File: src/rtl/exec_cluster_if.sv
// Issue/writeback bus of the execute cluster: allocation channel in, common data bus out.
// Handshake: an item moves on a rising clk edge where valid && ready. A raised cdb_valid
// keeps cdb_tag/cdb_data/cdb_dz stable until that edge. alloc_valid without alloc_ready is dropped.
interface exec_cluster_if #(
  parameter int DATA_W = 16,
  parameter int TAG_W  = 4
);
  logic              alloc_valid;
  logic              alloc_ready;
  logic [TAG_W-1:0]  alloc_tag;
  logic [1:0]        alloc_op;
  logic [DATA_W-1:0] alloc_src1_val;
  logic [DATA_W-1:0] alloc_src2_val;
  logic              alloc_src1_rdy;
  logic              alloc_src2_rdy;
  logic [TAG_W-1:0]  alloc_src1_tag;
  logic [TAG_W-1:0]  alloc_src2_tag;
  logic              cdb_valid;
  logic              cdb_ready;
  logic [TAG_W-1:0]  cdb_tag;
  logic [DATA_W-1:0] cdb_data;
  logic              cdb_dz;

  modport master (
    output alloc_valid, alloc_tag, alloc_op, alloc_src1_val, alloc_src2_val,
           alloc_src1_rdy, alloc_src2_rdy, alloc_src1_tag, alloc_src2_tag, cdb_ready,
    input  alloc_ready, cdb_valid, cdb_tag, cdb_data, cdb_dz
  );

  modport slave (
    input  alloc_valid, alloc_tag, alloc_op, alloc_src1_val, alloc_src2_val,
           alloc_src1_rdy, alloc_src2_rdy, alloc_src1_tag, alloc_src2_tag, cdb_ready,
    output alloc_ready, cdb_valid, cdb_tag, cdb_data, cdb_dz
  );
endinterface

File: src/rtl/exec_cluster.sv
// Tomasulo execute stage: unified reservation station, NUM_FU fixed-latency units,
// one round-robin arbitrated CDB that the station also snoops for operands.
module exec_cluster #(
  parameter int DATA_W   = 16,
  parameter int TAG_W    = 4,
  parameter int RS_DEPTH = 4,
  parameter int NUM_FU   = 2,
  parameter int LATENCY  = 3,
  localparam int CW      = $clog2(RS_DEPTH + 1),
  localparam int FU_IW   = (NUM_FU > 1) ? $clog2(NUM_FU) : 1,
  localparam int RS_IW   = (RS_DEPTH > 1) ? $clog2(RS_DEPTH) : 1,
  localparam int CNT_W   = (LATENCY > 1) ? $clog2(LATENCY) : 1
) (
  input  logic                clk,
  input  logic                rst,
  input  logic                flush,
  exec_cluster_if.slave       bus,
  output logic [CW-1:0]       rs_count,
  output logic [NUM_FU-1:0]   fu_busy,
  output logic [2*NUM_FU-1:0] fu_state_dbg,
  output logic [FU_IW-1:0]    rr_ptr_dbg
);
  typedef enum logic [1:0] {FU_IDLE = 2'd0, FU_BUSY = 2'd1, FU_DONE = 2'd2} fu_state_t;
  localparam fu_state_t LAUNCH = (LATENCY == 1) ? FU_DONE : FU_BUSY;

  logic [RS_DEPTH-1:0] rs_valid, rs_rdy1, rs_rdy2, disp_en;
  logic [TAG_W-1:0]    rs_tag [RS_DEPTH];
  logic [TAG_W-1:0]    rs_qtag1 [RS_DEPTH];
  logic [TAG_W-1:0]    rs_qtag2 [RS_DEPTH];
  logic [1:0]          rs_op [RS_DEPTH];
  logic [DATA_W-1:0]   rs_val1 [RS_DEPTH];
  logic [DATA_W-1:0]   rs_val2 [RS_DEPTH];

  fu_state_t           fu_state [NUM_FU];
  fu_state_t           fu_state_nxt [NUM_FU];
  logic [CNT_W-1:0]    fu_cnt [NUM_FU];
  logic [TAG_W-1:0]    fu_tag [NUM_FU];
  logic [DATA_W-1:0]   fu_data [NUM_FU];
  logic [NUM_FU-1:0]   fu_dz, fu_go, fu_avail;
  logic [RS_IW-1:0]    fu_src [NUM_FU];

  logic [FU_IW-1:0]    rr_ptr, sel, lock_sel;
  logic                locked, any_done, xfer;
  logic                have_free, alloc_fire, byp1, byp2;
  logic [RS_IW-1:0]    alloc_idx;

  function automatic logic [DATA_W:0] alu(input logic [1:0] op, input logic [DATA_W-1:0] a,
                                          input logic [DATA_W-1:0] b);
    logic [DATA_W-1:0] r;
    logic              dz;
    dz = 1'b0;
    case (op)
      2'b00: r = a - b;
      2'b01: r = a + b;
      2'b10: r = a * b;
      default: begin
        if (b == '0) begin
          r  = '1;
          dz = 1'b1;
        end else begin
          r = a / b;
        end
      end
    endcase
    return {dz, r};
  endfunction

  // Round-robin pick; a stalled winner is pinned so a later DONE cannot steal the bus.
  always_comb begin
    int idx;
    any_done = 1'b0;
    sel      = '0;
    idx      = 0;
    for (int i = NUM_FU - 1; i >= 0; i--) begin
      idx = int'(rr_ptr) + i;
      if (idx >= NUM_FU) idx = idx - NUM_FU;
      if (fu_state[idx] == FU_DONE) begin
        any_done = 1'b1;
        sel      = FU_IW'(idx);
      end
    end
    if (locked) sel = lock_sel;
  end

  assign xfer          = any_done && bus.cdb_ready;
  assign bus.cdb_valid = any_done;
  assign bus.cdb_tag   = any_done ? fu_tag[sel] : '0;
  assign bus.cdb_data  = any_done ? fu_data[sel] : '0;
  assign bus.cdb_dz    = any_done ? fu_dz[sel] : 1'b0;
  assign rr_ptr_dbg    = rr_ptr;

  always_comb begin
    have_free = 1'b0;
    alloc_idx = '0;
    rs_count  = '0;
    for (int e = RS_DEPTH - 1; e >= 0; e--) begin
      if (!rs_valid[e]) begin
        have_free = 1'b1;
        alloc_idx = RS_IW'(e);
      end
      rs_count = rs_count + CW'(rs_valid[e]);
    end
  end

  assign bus.alloc_ready = have_free;
  assign alloc_fire      = bus.alloc_valid && have_free;
  assign byp1 = !bus.alloc_src1_rdy && xfer && (bus.alloc_src1_tag == bus.cdb_tag);
  assign byp2 = !bus.alloc_src2_rdy && xfer && (bus.alloc_src2_tag == bus.cdb_tag);

  // A DONE unit whose result leaves this cycle is as good as idle for dispatch.
  always_comb begin
    logic placed;
    disp_en = '0;
    fu_go   = '0;
    placed  = 1'b0;
    for (int f = 0; f < NUM_FU; f++) begin
      fu_src[f]   = '0;
      fu_avail[f] = (fu_state[f] == FU_IDLE) ||
                    ((fu_state[f] == FU_DONE) && xfer && (sel == FU_IW'(f)));
    end
    for (int e = 0; e < RS_DEPTH; e++) begin
      placed = 1'b0;
      if (rs_valid[e] && rs_rdy1[e] && rs_rdy2[e]) begin
        for (int f = 0; f < NUM_FU; f++) begin
          if (!placed && fu_avail[f] && !fu_go[f]) begin
            fu_go[f]   = 1'b1;
            fu_src[f]  = RS_IW'(e);
            disp_en[e] = 1'b1;
            placed     = 1'b1;
          end
        end
      end
    end
  end

  always_comb begin
    for (int f = 0; f < NUM_FU; f++) begin
      fu_state_nxt[f] = fu_state[f];
      case (fu_state[f])
        FU_IDLE: if (fu_go[f]) fu_state_nxt[f] = LAUNCH;
        FU_BUSY: if (fu_cnt[f] <= CNT_W'(1)) fu_state_nxt[f] = FU_DONE;
        FU_DONE: begin
          if (fu_go[f]) fu_state_nxt[f] = LAUNCH;
          else if (xfer && (sel == FU_IW'(f))) fu_state_nxt[f] = FU_IDLE;
        end
        default: fu_state_nxt[f] = FU_IDLE;
      endcase
      fu_busy[f]            = (fu_state[f] != FU_IDLE);
      fu_state_dbg[2*f +: 2] = fu_state[f];
    end
  end

  always_ff @(posedge clk) begin
    for (int f = 0; f < NUM_FU; f++) begin
      if (rst || flush) fu_state[f] <= FU_IDLE;
      else              fu_state[f] <= fu_state_nxt[f];
    end
  end

  always_ff @(posedge clk) begin
    for (int f = 0; f < NUM_FU; f++) begin
      if (rst || flush) begin
        fu_cnt[f]  <= '0;
        fu_tag[f]  <= '0;
        fu_data[f] <= '0;
        fu_dz[f]   <= 1'b0;
      end else if (fu_go[f]) begin
        fu_cnt[f]              <= CNT_W'(LATENCY - 1);
        fu_tag[f]              <= rs_tag[fu_src[f]];
        {fu_dz[f], fu_data[f]} <= alu(rs_op[fu_src[f]], rs_val1[fu_src[f]], rs_val2[fu_src[f]]);
      end else if (fu_state[f] == FU_BUSY) begin
        fu_cnt[f] <= fu_cnt[f] - CNT_W'(1);
      end
    end
  end

  always_ff @(posedge clk) begin
    if (rst || flush) begin
      rr_ptr   <= '0;
      locked   <= 1'b0;
      lock_sel <= '0;
    end else if (xfer) begin
      rr_ptr <= (sel == FU_IW'(NUM_FU - 1)) ? '0 : sel + FU_IW'(1);
      locked <= 1'b0;
    end else if (any_done) begin
      locked   <= 1'b1;
      lock_sel <= sel;
    end
  end

  always_ff @(posedge clk) begin
    if (rst || flush) begin
      rs_valid <= '0;
      rs_rdy1  <= '0;
      rs_rdy2  <= '0;
    end else begin
      for (int e = 0; e < RS_DEPTH; e++) begin
        if (disp_en[e]) rs_valid[e] <= 1'b0;
        if (xfer && rs_valid[e]) begin
          if (!rs_rdy1[e] && (rs_qtag1[e] == bus.cdb_tag)) begin
            rs_val1[e] <= bus.cdb_data;
            rs_rdy1[e] <= 1'b1;
          end
          if (!rs_rdy2[e] && (rs_qtag2[e] == bus.cdb_tag)) begin
            rs_val2[e] <= bus.cdb_data;
            rs_rdy2[e] <= 1'b1;
          end
        end
        if (alloc_fire && (alloc_idx == RS_IW'(e))) begin
          rs_valid[e] <= 1'b1;
          rs_tag[e]   <= bus.alloc_tag;
          rs_op[e]    <= bus.alloc_op;
          rs_qtag1[e] <= bus.alloc_src1_tag;
          rs_qtag2[e] <= bus.alloc_src2_tag;
          rs_rdy1[e]  <= bus.alloc_src1_rdy || byp1;
          rs_rdy2[e]  <= bus.alloc_src2_rdy || byp2;
          rs_val1[e]  <= byp1 ? bus.cdb_data : bus.alloc_src1_val;
          rs_val2[e]  <= byp2 ? bus.cdb_data : bus.alloc_src2_val;
        end
      end
    end
  end
endmodule

File: src/flat_wrapper.sv
// flat-port wrapper written by rule: the top's interface ports become plain ports
module exec_cluster_flat 
#(
  parameter int DATA_W   = 16,
  parameter int TAG_W    = 4,
  parameter int RS_DEPTH = 4,
  parameter int NUM_FU   = 2,
  parameter int LATENCY  = 3,
  localparam int CW      = $clog2(RS_DEPTH + 1),
  localparam int FU_IW   = (NUM_FU > 1) ? $clog2(NUM_FU) : 1,
  localparam int RS_IW   = (RS_DEPTH > 1) ? $clog2(RS_DEPTH) : 1,
  localparam int CNT_W   = (LATENCY > 1) ? $clog2(LATENCY) : 1
)
  (clk, rst, flush, rs_count, fu_busy, fu_state_dbg, rr_ptr_dbg, bus_alloc_valid, bus_alloc_tag, bus_alloc_op, bus_alloc_src1_val, bus_alloc_src2_val, bus_alloc_src1_rdy, bus_alloc_src2_rdy, bus_alloc_src1_tag, bus_alloc_src2_tag, bus_cdb_ready, bus_alloc_ready, bus_cdb_valid, bus_cdb_tag, bus_cdb_data, bus_cdb_dz);
  exec_cluster_if #(.DATA_W(DATA_W), .TAG_W(TAG_W)) bus_i ();
  input  logic clk;
  input  logic rst;
  input  logic flush;
  output logic [CW-1:0] rs_count;
  output logic [NUM_FU-1:0] fu_busy;
  output logic [2*NUM_FU-1:0] fu_state_dbg;
  output logic [FU_IW-1:0] rr_ptr_dbg;
  input wire logic [$bits(bus_i.alloc_valid)-1:0] bus_alloc_valid;
  input wire logic [$bits(bus_i.alloc_tag)-1:0] bus_alloc_tag;
  input wire logic [$bits(bus_i.alloc_op)-1:0] bus_alloc_op;
  input wire logic [$bits(bus_i.alloc_src1_val)-1:0] bus_alloc_src1_val;
  input wire logic [$bits(bus_i.alloc_src2_val)-1:0] bus_alloc_src2_val;
  input wire logic [$bits(bus_i.alloc_src1_rdy)-1:0] bus_alloc_src1_rdy;
  input wire logic [$bits(bus_i.alloc_src2_rdy)-1:0] bus_alloc_src2_rdy;
  input wire logic [$bits(bus_i.alloc_src1_tag)-1:0] bus_alloc_src1_tag;
  input wire logic [$bits(bus_i.alloc_src2_tag)-1:0] bus_alloc_src2_tag;
  input wire logic [$bits(bus_i.cdb_ready)-1:0] bus_cdb_ready;
  output wire logic [$bits(bus_i.alloc_ready)-1:0] bus_alloc_ready;
  output wire logic [$bits(bus_i.cdb_valid)-1:0] bus_cdb_valid;
  output wire logic [$bits(bus_i.cdb_tag)-1:0] bus_cdb_tag;
  output wire logic [$bits(bus_i.cdb_data)-1:0] bus_cdb_data;
  output wire logic [$bits(bus_i.cdb_dz)-1:0] bus_cdb_dz;
  assign bus_i.alloc_valid = bus_alloc_valid;
  assign bus_i.alloc_tag = bus_alloc_tag;
  assign bus_i.alloc_op = bus_alloc_op;
  assign bus_i.alloc_src1_val = bus_alloc_src1_val;
  assign bus_i.alloc_src2_val = bus_alloc_src2_val;
  assign bus_i.alloc_src1_rdy = bus_alloc_src1_rdy;
  assign bus_i.alloc_src2_rdy = bus_alloc_src2_rdy;
  assign bus_i.alloc_src1_tag = bus_alloc_src1_tag;
  assign bus_i.alloc_src2_tag = bus_alloc_src2_tag;
  assign bus_i.cdb_ready = bus_cdb_ready;
  assign bus_alloc_ready = bus_i.alloc_ready;
  assign bus_cdb_valid = bus_i.cdb_valid;
  assign bus_cdb_tag = bus_i.cdb_tag;
  assign bus_cdb_data = bus_i.cdb_data;
  assign bus_cdb_dz = bus_i.cdb_dz;
  exec_cluster #(.DATA_W(DATA_W), .TAG_W(TAG_W), .RS_DEPTH(RS_DEPTH), .NUM_FU(NUM_FU), .LATENCY(LATENCY)) u_core (.clk(clk), .rst(rst), .flush(flush), .bus(bus_i), .rs_count(rs_count), .fu_busy(fu_busy), .fu_state_dbg(fu_state_dbg), .rr_ptr_dbg(rr_ptr_dbg));
endmodule
File: config.mk
export PLATFORM = sky130hd
export DESIGN_NAME = exec_cluster_flat
export DESIGN_NICKNAME = d
export VERILOG_FILES = /design/src/rtl/exec_cluster_if.sv /design/src/rtl/exec_cluster.sv /design/src/flat_wrapper.sv
export SDC_FILE = /design/constraint.sdc
export NUM_CORES = 2
export LEC_CHECK = 0
export ABC_AREA = 1
export BUFFER_PORTS_ARGS = -buffer_cell sky130_fd_sc_hd__buf_4
export CAP_MARGIN = 10
export CORE_ASPECT_RATIO = 1.1
export CORE_MARGIN = 2
export CORE_UTILIZATION = 30
export DETAILED_ROUTE_END_ITERATION = 12
export PLACE_DENSITY = 0.53
export SYNTH_ARGS = -nofsm -noshare
export SYNTH_HDL_FRONTEND = slang
export SYNTH_SLANG_ARGS = --single-unit
File: constraint.sdc
create_clock -name clk -period 135.7 [get_ports clk]
set_input_delay 40.71 -clock clk [delete_from_list [all_inputs] [get_ports clk]]
set_output_delay 40.71 -clock clk [all_outputs]
set_load 0.02 [all_outputs]
==> results.py <==
metrics = {
    "status": {
        "status": "finished clean",
    },
    "layout": {
        "drive_gt1_share_pct": 10.1,
        "final_nets": 5801,
        "num_antenna_cells": 0,
        "syn2layout_area_growth_pct": 9.38,
        "finish.utilization_pct": 33.2,
        "fill_cells": 13100,
        "multi_input_area_um2": 26000,
        "seq_area_um2": 6970,
    },
    "setup_path": {
        "critPathMaxStageDelay_ns": 0.72,
        "rr_worst_depth": 239,
        "crit_buf_inv": 27,
        "path_max_fanout": 76,
        "critPathLaunch": "bus_cdb_ready",
        "cp_top_family": "compound AO/OA/AOI/OAI gates",
        "reg2reg_to": "u_core.fu_data[0]$_SDFFE_PP0P_",
        "critPathSlowestCell": "buf_4",
        "reg2reg_from": "u_core.fu_state[0][1]$_SDFFE_PP0P_",
        "r2r_slack_ns": 95.05,
        "path_depth": 236,
        "worstPathArrival_ns": 80.09,
        "critPathCapture": "u_core.fu_data[0]$_SDFFE_PP0P_",
        "end_kind": "register",
        "critPathRequiredTime_ns": 136.15,
        "cp_common_cell": "nand2_1",
        "cp-start-kind": "primary input",
        "crit_type": "primary input to register",
    },
    "floorplanning": {
        "core_area_um2": 122000,
        "initial_utilization_pct": 30.3,
        "die-area_um2": 126000,
        "die_y_um": 372,
        "rows": 134,
        "die_w_um": 338,
        "ioPinCount": 86,
    },
    "clock_network": {
        "tritoncts": "built",
        "clk_pin_slew_worst_paths_ns": 0.07,
        "cts_root_buf": "clkbuf_16",
        "cts_resized": 0,
        "cts_htree_levels": 1,
        "clk_latency_ns": 0.57,
        "ctsLongestPathBuffers": 3,
        "cts_setup_buffers": 0,
        "cts_hold_repair.buffers": 0,
        "numCtsBuffers": 27,
        "cts.sinks": 250,
    },
    "yosys": {
        "synth_area_per_cell_um2": 7.20,
        "synth_nets": 5750,
        "synthArstFlopShare_pct": 0,
        "yosysWarnings": 0,
        "yosys-top-cells-count": "nand2_1 (1098), inv_1 (774), nor2_1 (421)",
        "synthesis.area_um2": 36900,
        "ys_ff_latch": 250,
        "synthCells": 5119,
        "synth.most_common_cell": "nand2_1",
        "synth_edf_count": 196,
        "synth_cell_types": 81,
        "synth_seq_area_share_pct": 18.9,
        "synthFlopType": "edfxtp_1",
        "ys_top_cells_by_area": "edfxtp_1 (16%), ha_1 (14%), nand2_1 (11%)",
        "synth_top_area_share_pct": 16.0,
        "yosysTopAreaCell": "edfxtp_1",
    },
    "timing": {
        "finalSetupTns_ns": 0,
        "worstMarginPinSlew_ns": 0.976,
        "finClkSkew_ns": 0.0242,
        "setup_violations": 0,
        "slew_headroom_pct": 34.9,
        "max_freq_mhz": 12.6,
        "min_period_ns": 79.64,
        "finalHoldViolCount": 0,
        "slew_violations": 0,
        "grt_setup_unrepaired": "no",
        "period_share_pct": 58.7,
    },
    "place": {
        "routabilityCongestion": 0.948,
        "io_buffers": 85,
        "hpwl_um": 103000,
    },
    "power_and_ir_drop": {
        "p_switching_uw": 82.9,
        "swShare_pct": 33.9,
        "vdd.ir_drop.worst_v": 0.0000114,
        "power_density_nw_per_um2": 6.07,
        "leakagePower_nw": 19.7,
        "power.internal_uw": 162,
        "clock_power_share_pct": 32.7,
        "p_seq_share_pct": 33.9,
        "power.share.combinational_pct": 33.4,
        "power.total_uw": 245,
    },
    "route": {
        "vias": 34800,
        "wl_met1_um": 57900,
        "post_drt_via_cell_ratio": 5.11,
        "wl_met3_um": 8280,
        "drt_iter0_drc": 2356,
        "wl_per_cell_um": 19.8,
        "postRouteWirelength_um": 135000,
        "top_layer": "met4",
        "dr_wl_met2_um": 64600,
        "post-route-drc-count": 0,
        "firstDrtPassIters": 8,
        "final_antenna_net_count": 0,
    },
    "global_routing": {
        "grt_pass1_vias": 33800,
        "grt_overflow": 0,
        "track_usage_pct": 21.0,
        "grt_max_degree": 77,
        "grt_pass1_wl_um": 205000,
        "antenna_found_initial": 7,
    },
    "flow_run": {
        "maxCapViolCount": 0,
    },
    "hold_path": {
        "hp-start": "u_core.fu_data[8]$_SDFFE_PP0P_",
        "hp-class": "register to register",
    },
}
worst min path at each step:
stage                     slack, ns  cells after the start                               to
after floorplan                0.43                      2  u_core.fu_data[11]$_SDFFE_PP0P_
after global placement         0.44                      2  u_core.fu_data[19]$_SDFFE_PP0P_
after detailed placement       0.45                      2   u_core.fu_data[7]$_SDFFE_PP0P_
after CTS                      0.46                      2   u_core.fu_data[7]$_SDFFE_PP0P_
after global routing           0.49                      2   u_core.fu_data[7]$_SDFFE_PP0P_
final                          0.47                      2   u_core.fu_data[8]$_SDFFE_PP0P_
cells in the final DEF (no fill, tap or decap), types with 12 or more instances in the layout:
cell type	Yosys	routed
nand2_1	1098	1098
inv_1	774	774
ha_1	415	415
nor2_1	421	413
o21ai_0	355	354
nand3_1	250	250
a21oi_1	239	239
edfxtp_1	196	196
fa_1	163	163
buf_4	11	158
xnor2_1	134	134
xor2_1	132	132
or2_2	78	78
a21o_1	58	58
dfxtp_1	54	54
nand2_2	49	49
o21ai_1	49	49
nor3_1	47	46
inv_2	42	42
o211ai_1	39	39
nand3_2	29	29
nand4_1	29	29
o21bai_1	27	27
clkbuf_16	0	27
nand2_4	21	21
clkinv_1	17	21
o21ai_2	20	20
and2_1	19	19
nor2_4	12	16
o22ai_1	16	16
a221oi_1	14	14
nor4_1	14	14
nor2_2	9	13
o31ai_1	13	13
nand3b_1	12	12
layout make-up:
| class | instances | area share, % |
|---|---|---|
| flip-flops and latches | 250 | 17.3 |
| clock buffers | 34 | 1.82 |
| well taps | 1632 | 5.06 |
| repair buffers | 158 | 2.94 |
| clock inverters | 16 | 0.528 |
| multi-input cells | 3895 | 64.5 |
| inverters | 838 | 7.85 |
layer usage:
metal  up-vias  track usage, %
met5         -               0
met4         0            6.60
met3       209            2.01
met2      1113            37.0
met1     16700            27.1
li1      16900               -
logic make-up (layout without fill, tap and decap cells):
logic type	Yosys count	count (layout)	synth area share [%]
AOI/OAI and AO/OA	940	940	15.4
DFF	250	250	18.9
muxes	1	1	0.0272
adders and majority gates	578	578	22.9
xor gates and xnor gates	266	266	6.32
buffers and inverters	974	1046	10.7
and+or+nand+nor	2110	2110	25.7
flip-flops by register name (all words and copies together), names as in the netlist, 8 cells and up, named ones only:
| signal | flops |
|---|---|
| u_core.rs_val1 | 64 |
| u_core.rs_val2 | 64 |
| u_core.fu_data | 32 |
| u_core.rs_qtag1 | 16 |
| u_core.rs_qtag2 | 16 |
| u_core.rs_tag | 16 |
| u_core.fu_tag | 8 |
| u_core.rs_op | 8 |
metrics by stage:
step | cells | setup slack (ns) | area [um2] | hold slack (ns)
2_1_floorplan | 5119 | 63.60 | 36900 | 0.429
3_3_place_gp | 6773 | 55.88 | 39400 | 0.441
3_5_place_dp | 6773 | 55.55 | 39400 | 0.447
4_1_cts | 6823 | 56.03 | 40300 | 0.465
5_1_grt | 6823 | 51.90 | 40300 | 0.495
6_report | 6823 | 56.06 | 40300 | 0.467
power groups by stage:
| stage | Combinational [mW] | Sequential, mW | Clock [mW] |
|---|---|---|---|
| after detailed placement | 0.0808 | 0.0846 | 0 |
| after floorplan | 0.0586 | 0.0845 | 0 |
| after global routing | 0.0919 | 0.0830 | 0.0838 |
| after CTS | 0.0814 | 0.0829 | 0.0809 |
| final | 0.0816 | 0.0830 | 0.0801 |
| after global placement | 0.0803 | 0.0846 | 0 |
tightest hold or removal path, delay by kind of cell, from the launching register on:
kind | cells | cell delay [ns]
AND/OR/NAND/NOR | 1 | 0.05
flip-flops | 1 | 0.33
AO/OA/AOI/OAI | 1 | 0.05
(Power assumes the default switching activity.)
